==> config.mk <==
export PLATFORM = sky130hd
export DESIGN_NAME = fp_mult_axis_collect
export DESIGN_NICKNAME = d
export VERILOG_FILES = /design/src/rtl/fp_mult_axis_collect.sv
export SDC_FILE = /design/constraint.sdc
export NUM_CORES = 1
export LEC_CHECK = 0
export CAP_MARGIN = 20
export CORE_ASPECT_RATIO = 1.1
export CORE_MARGIN = 2
export CORE_UTILIZATION = 50
export CTS_CLUSTER_SIZE = 14
export DETAILED_ROUTE_END_ITERATION = 8
export GPL_TIMING_DRIVEN = 1
export PLACE_DENSITY = 0.76
export SLEW_MARGIN = 20
export SYNTH_ARGS = -nofsm -noshare
export SYNTH_HDL_FRONTEND = slang
export SYNTH_SLANG_ARGS = --single-unit
export TNS_END_PERCENT = 20
==> constraint.sdc <==
create_clock -name axis_clk -period 6.6 [get_ports axis_clk]
set_input_delay 1.98 -clock axis_clk [delete_from_list [all_inputs] [get_ports axis_clk]]
set_output_delay 1.98 -clock axis_clk [all_outputs]
set_load 0.005 [all_outputs]
==> src/rtl/fp_mult_axis_collect.sv <==
// Collects products from a fixed-latency multiplier, buffers them in a small
// FIFO and streams them out on AXI4-Stream with packet framing. Upstream ready
// is credit-based: an issue is only accepted while buffered plus in-flight
// products leave room for it, so a product is never dropped.
module fp_mult_axis_collect #(
  parameter int data    = 32,
  parameter int LAT     = 3,
  parameter int DEPTH   = 8,
  parameter int PKT_LEN = 16
) (
  input  logic            axis_clk,
  input  logic            rst,
  input  logic            s_axis_valid,
  output logic            s_axis_ready,
  input  logic [data-1:0] mult_out,
  output logic [data-1:0] m_axis_data,
  output logic            m_axis_valid,
  output logic            m_axis_last,
  input  logic            m_axis_ready,
  output logic            overflow
);

  localparam int PW = (DEPTH > 1) ? $clog2(DEPTH) : 1;
  localparam int CW = $clog2(DEPTH + LAT + 1) + 1;
  localparam int BW = (PKT_LEN > 1) ? $clog2(PKT_LEN) : 1;

  logic [LAT-1:0]  dly;
  logic [data-1:0] mem [DEPTH];
  logic [PW-1:0]   wr_ptr;
  logic [PW-1:0]   rd_ptr;
  logic [CW-1:0]   count;
  logic [CW-1:0]   used;
  logic [BW-1:0]   beat;
  logic            issue;
  logic            tap;
  logic            rd;
  logic            full;
  logic            wr_en;

  // Credit: buffered entries plus products still inside the multiplier.
  always_comb begin
    used = count;
    for (int i = 0; i < LAT; i++) begin
      used = used + CW'(dly[i]);
    end
  end

  // Ready comes only from registers; a read frees credit on the next cycle.
  assign s_axis_ready = (used < CW'(DEPTH));
  assign issue        = s_axis_valid & s_axis_ready;
  assign tap          = dly[LAT-1];
  assign m_axis_valid = (count != '0);
  assign rd           = m_axis_valid & m_axis_ready;
  assign full         = (count == CW'(DEPTH));
  // At full a write is only legal when the head leaves in the same cycle.
  assign wr_en        = tap & (~full | rd);
  assign m_axis_data  = m_axis_valid ? mem[rd_ptr] : '0;
  assign m_axis_last  = m_axis_valid & (beat == BW'(PKT_LEN - 1));

  // Delay line mirrors the multiplier pipeline: one bit per accepted issue.
  always_ff @(posedge axis_clk) begin
    if (rst) begin
      dly <= '0;
    end else begin
      dly[0] <= issue;
      for (int i = 1; i < LAT; i++) begin
        dly[i] <= dly[i-1];
      end
    end
  end

  // FIFO storage; contents survive reset, only the pointers are cleared.
  always_ff @(posedge axis_clk) begin
    if (wr_en) begin
      mem[wr_ptr] <= mult_out;
    end
  end

  // FIFO pointers, occupancy and sticky overflow on a dropped product.
  always_ff @(posedge axis_clk) begin
    if (rst) begin
      wr_ptr   <= '0;
      rd_ptr   <= '0;
      count    <= '0;
      overflow <= 1'b0;
    end else begin
      if (wr_en) begin
        wr_ptr <= wr_ptr + PW'(1);
      end
      if (rd) begin
        rd_ptr <= rd_ptr + PW'(1);
      end
      if (tap & full & ~rd) begin
        overflow <= 1'b1;
      end
      case ({wr_en, rd})
        2'b10:   count <= count + CW'(1);
        2'b01:   count <= count - CW'(1);
        default: count <= count;
      endcase
    end
  end

  // Beat counter for packet framing, advancing on each output handshake.
  always_ff @(posedge axis_clk) begin
    if (rst) begin
      beat <= '0;
    end else if (rd) begin
      beat <= (beat == BW'(PKT_LEN - 1)) ? '0 : beat + BW'(1);
    end
  end

endmodule

Word level (Yosys, flattened, before mapping)
Memories as Yosys holds them, arrays and structs flattened. A register that Yosys moved wholly into a read port is not among the register bits.
Index checks and enable logic that the tools add are counted.
{"block": "word_totals", "register_bits": 19, "mem_bits_rw": 256, "in_bits": 36, "output_inout_bits": 36, "memories": 1}
{"name": "mem", "words": 8, "word_bits": 32, "read_ports": 1, "rd_ports_with_merged_regs": 1, "write_ports": 1, "line": "28", "rtl": "logic [data-1:0] mem [DEPTH];"}
{"block": "op_classes", "addsub": 8, "n_lt_le_gt_ge": 1, "n_eq_ne": 4, "n_mux": 7, "n_bitwise": 9, "n_reduce_logical": 2}
{"operator": "32-bit 2-to-1 mux", "n": 1}
{"operator": "5-bit by 1-bit adder with 5-bit output", "n": 3}
{"operator": "5-bit case mux with 2 select lines", "n": 1}
{"operator": "3-bit by 1-bit adder with 3-bit output (second input constant)", "n": 2}
{"operator": "1-bit bitwise AND", "n": 6}
{"operator": "3-bit 2-to-1 mux", "n": 2}
{"operator": "5-bit by 1-bit adder with 5-bit output (second input constant)", "n": 1}
{"operator": "5-bit by 4-bit equality test with 1-bit output (second input constant)", "n": 1}
{"operator": "5-bit by 4-bit < comparator with 1-bit output (second input constant)", "n": 1}
{"operator": "5-bit nonzero test", "n": 1}
{"operator": "5-bit by 1-bit subtractor with 5-bit output (second input constant)", "n": 1}
{"operator": "4-bit by 1-bit adder with 4-bit output (second input constant)", "n": 1}
{"operator": "4-bit equality test (second input constant)", "n": 1}
{"operator": "4-bit 2-to-1 mux", "n": 1}
{"operator": "2-bit by 1-bit equality test with 1-bit output (second input constant)", "n": 1}
{"operator": "2-bit equality test (second input constant)", "n": 1}
{"operator": "1-bit 2-to-1 mux", "n": 2}
{"operator": "1-bit inverter", "n": 2}
{"operator": "2-bit nonzero test", "n": 1}
{"operator": "1-bit OR", "n": 1}

Logic depth before layout (Yosys ltp)
{"block": "depth", "ltp_word": 6, "mapped_depth": 9, "ltp_nobuf": 7}

Worst setup path after synthesis
OpenSTA, ideal clock, no wires.
{"block": "synth_path", "kind": "input to register", "from": "in m_axis_ready", "to": "mem mem[0][0], enable pin", "arrival_ns": 5.558, "t_required_ns": 6.098, "slack_ns": 0.541, "cell_stages": 3, "n_path_buf": 1, "cell_sequence": "clkbuf_1 o31ai_4 nor4_1"}
{"block": "synth_between", "elab_chain_cells": 5}
{"item": "start, declared", "line": "19", "rtl": "input logic m_axis_ready,"}
{"item": "1-bit bitwise AND", "line": "53", "rtl": "assign rd = m_axis_valid & m_axis_ready;"}
{"item": "1-bit OR", "line": "56", "rtl": "assign wr_en = tap & (~full | rd);"}
{"item": "1-bit bitwise AND", "line": "56"}
{"item": "1-bit 2-to-1 mux", "line": "74", "rtl": "if (wr_en) begin"}
{"item": "1-bit 2-to-1 mux (not written as such)", "line": "75", "rtl": "mem[wr_ptr] <= mult_out;"}
{"item": "end, declared", "line": "28"}
Every way passes these cells.

==> flow_summary_export.csv <==
group,metric,value,unit
final_layout,final_area,0.0128,mm^2
pwr,p_clk_frac,0.311,
timing,setup_ws,1.47,ns
timing,fmax,195,MHz
place,place_congestion,0.795,
logic_synthesis,async_reset_ff_frac,0,
floorplanning,fp.dieH,159,um
floorplanning,fp.dieW,145,um
logic_synthesis,postSynthAreaPerCell,20.1,um^2
drt,ant_nets,0,
pwr,p_per_area,345,mW/mm^2
global_routing,grt_pass1_vias,5586,
timing,slew_violations,0,
cts,cts_tree,"built",
cts,cts_buffers,26,
drt,wl,20500,um
min_path,min_from,"beat[1]$_SDFFE_PP0N_",
cts,h-tree-depth,1,
logic_synthesis,synthCells,541,
min_path,min_path_type,"flop to flop",
logic_synthesis,ys_ff_latch,278,
setup_path,path_buf_inv,2,
floorplanning,io_pins,72,
setup_path,start_kind,"flop",
pwr,intPower,0.00329,W
logic_synthesis,synth_compound_area_frac,0.0206,
drt,wl_per_cell,22.0,um
cts,ctsHoldBuffers,0,
pwr,ir_drop,0.209,mV
cts,root_buffer,"clkbuf_16",
logic_synthesis,synth_enable_flop_cells,256,
pwr,switching_share,0.256,
global_routing,antenna_found_initial,0,
cts,clockBufferDepth,3,
logic_synthesis,muxShareOfSynthArea,0.166,
floorplanning,core_area,0.0214,mm^2
cts,cts_resized,0,
place,place_ws,1.68,ns
timing,tightest_slew,1.12,ns
setup_path,arrival,3.15,ns
logic_synthesis,yosysTopAreaCellShare,0.707,
cts,path_clk_slew,0.06,ns
timing,rsz0062_at_grt,"no",
setup_path,slowest_stage,"dfxtp_4",
drt,vias,5306,
global_routing,grt_pass1_wl,31300,um
place,port_buffers,71,
final_layout,n_antenna_cell,0,
setup_path,critPathMaxFanout,42,
logic_synthesis,synth_top_family_by_area,"multiplexers",
floorplanning,die_area,0.0229,mm^2
logic_synthesis,synth_xor_area_frac,0.00403,
drt,drc,0,
logic_synthesis,synth_nets,583,
timing,relSlewSlack,0.251,
setup_path,r2r_setup_slack,3.61,ns
logic_synthesis,synth_fa_ha_area_frac,0.00759,
logic_synthesis,yosysUniqueCellTypes,49,
run,cap_viol_max_count,0,
cts,cts.sinks,278,
global_routing,grt_start_max_net_pins,44,
final_layout,fillerInstances,1482,
final_layout,nNetsFinal,667,
pwr,p_leak,3.93,nW
place,postPlaceCellArea,0.0120,mm^2
logic_synthesis,ys.flop_type,"edfxtp_1",
final_layout,fin_util,0.599,
global_routing,gr-usage-all-layers,0.181,
drt,vias_per_cell,5.68,
pwr,comb_power_share,0.218,
drt,drtIter0Drc,617,
setup_path,end_kind,"output port",
drt,firstDrtPassIters,5,
logic_synthesis,yosysSeqAreaShare,0.747,
logic_synthesis,ys_warn_count,0,
setup_path,slowest_delay,0.91,ns
setup_path,path_class,"flop to output port",
timing,period_share,0.778,
timing,setup_viol,0,
cts,cts_setup_buffers,0,
cts,insertion_delay,0.53,ns
final_layout,post_route_cells_drive_above_1_share,0.205,
timing,fin_tns_setup,0,ns
floorplanning,std_cell_rows,56,
logic_synthesis,syn-cell-area,0.0109,mm^2
logic_synthesis,netlist_top_cells_count,"edfxtp_1 (256), mux4_2 (64), nor2_1 (49)",
status,status,"completed",
global_routing,grt.overflow.total,0,
logic_synthesis,yosysTopAreaCell,"edfxtp_1",
setup_path,critPathTopFamily,"flip-flops",
pwr,switchingPower,0.00113,W
setup_path,crit_chain,"buf_4 -> mux4_2 -> mux2i_1 -> nor2_1 -> clkdlybuf4s50_1",
pwr,p_seq_frac,0.471,
setup_path,crit_required,4.62,ns
timing,period_minus_slack,5.13,ns
place,post-dp-hpwl,11700,um
timing,hold_viol_final,0,
floorplanning,initial_core_util,0.509,
final_layout,area_delta_synth_final,17.8,%
logic_synthesis,synth.area.top_cells,"edfxtp_1 (71%), mux4_2 (13%), dfxtp_1 (4.0%)",
logic_synthesis,yosysMostFrequentCell,"edfxtp_1",
setup_path,worstReg2RegStart,"count[1]$_SDFFE_PP0P_",
logic_synthesis,synth-simple-area-share,0.0408,
timing,skew,0.0198,ns
power by group through the flow:
stage,sequential (W),clock [W],combinational (W)
after floorplan,0.00201,0,0.000689
after global placement,0.00212,0,0.000953
after detailed placement,0.00213,0,0.000969
after CTS,0.00209,0.00140,0.000981
after global routing,0.00210,0.00147,0.00105
final,0.00208,0.00137,0.000965
placed cells by master, fill, tap and decap left out, drive strengths merged, types with 2 or more instances in the layout:
master         count
nor4               2
mux2i             34
ha                 5
buf               14
edfxtp           256
xor2               4
nand2b             3
o31ai              3
dfxtp             22
clkdlybuf4s50     71
o21ai              5
nand4              2
nor2b              6
clkinv            12
a31oi              2
clkbuf            34
nand3              5
o211ai             2
nor3               7
or3b               2
nand2              8
mux4              64
mux2               2
inv                4
nor2              50
a21oi              7
worst reg2reg max path, delay by kind of cell (launching register included):
kind,cells,cell delay (ns)
AND/OR/NAND/NOR,3,1.85
flip-flops,1,0.57
AO/OA/AOI/OAI,1,0.18
routing by layer:
layer  GRT usage  wire length (um)
met1       0.243              8580
met2       0.318             10600
met3      0.0271              1050
met4      0.0407               258
met5           0                 0
area by class of cell:
cell class | count | area, um^2 | share of cell area
clock inverter | 13 | 100 | 0.00781
timing repair buffer | 85 | 861 | 0.0672
tap | 290 | 363 | 0.0283
inverter | 4 | 15.0 | 0.00117
sequential | 278 | 8140 | 0.635
multi-input combinational | 230 | 2650 | 0.207
clock buffer | 34 | 681 | 0.0531
state kept, by name, summed over array words and instances, names as in the netlist, named ones only:
name and cells:
beat 4, wr_ptr 3, count 5, dly 3
rd_ptr 3, overflow 1, mem 256
path summary, 6_finish.rpt:
| kind | endpoint | cells after the start |
|---|---|---|
| setup / recovery | m_axis_data[19] | 5 |
| hold / removal | beat[1]$_SDFFE_PP0N_ | 2 |
| hold reg to reg | beat[1]$_SDFFE_PP0N_ | 2 |
| setup reg to reg | mem[6][22]$_DFFE_PP_ | 4 |
stage by stage:
stage               total power, W  cells  hold slack [ns]
floorplan                  0.00270    541            0.449
CTS                        0.00447    932            0.482
finish                     0.00442    934            0.483
detailed placement         0.00310    885            0.460
global route               0.00461    934            0.510
global placement           0.00307    885            0.459
cell families after synthesis:
logic type | Yosys count
adder cells (fa/ha/maj) | 6
multiplexers | 100
buffers and inverters | 33
AO/OA/AOI/OAI | 28
XOR/XNOR | 5
AND/OR/NAND/NOR | 91
flip-flops | 278
Note: power is estimated with default switching activity, not from simulation.
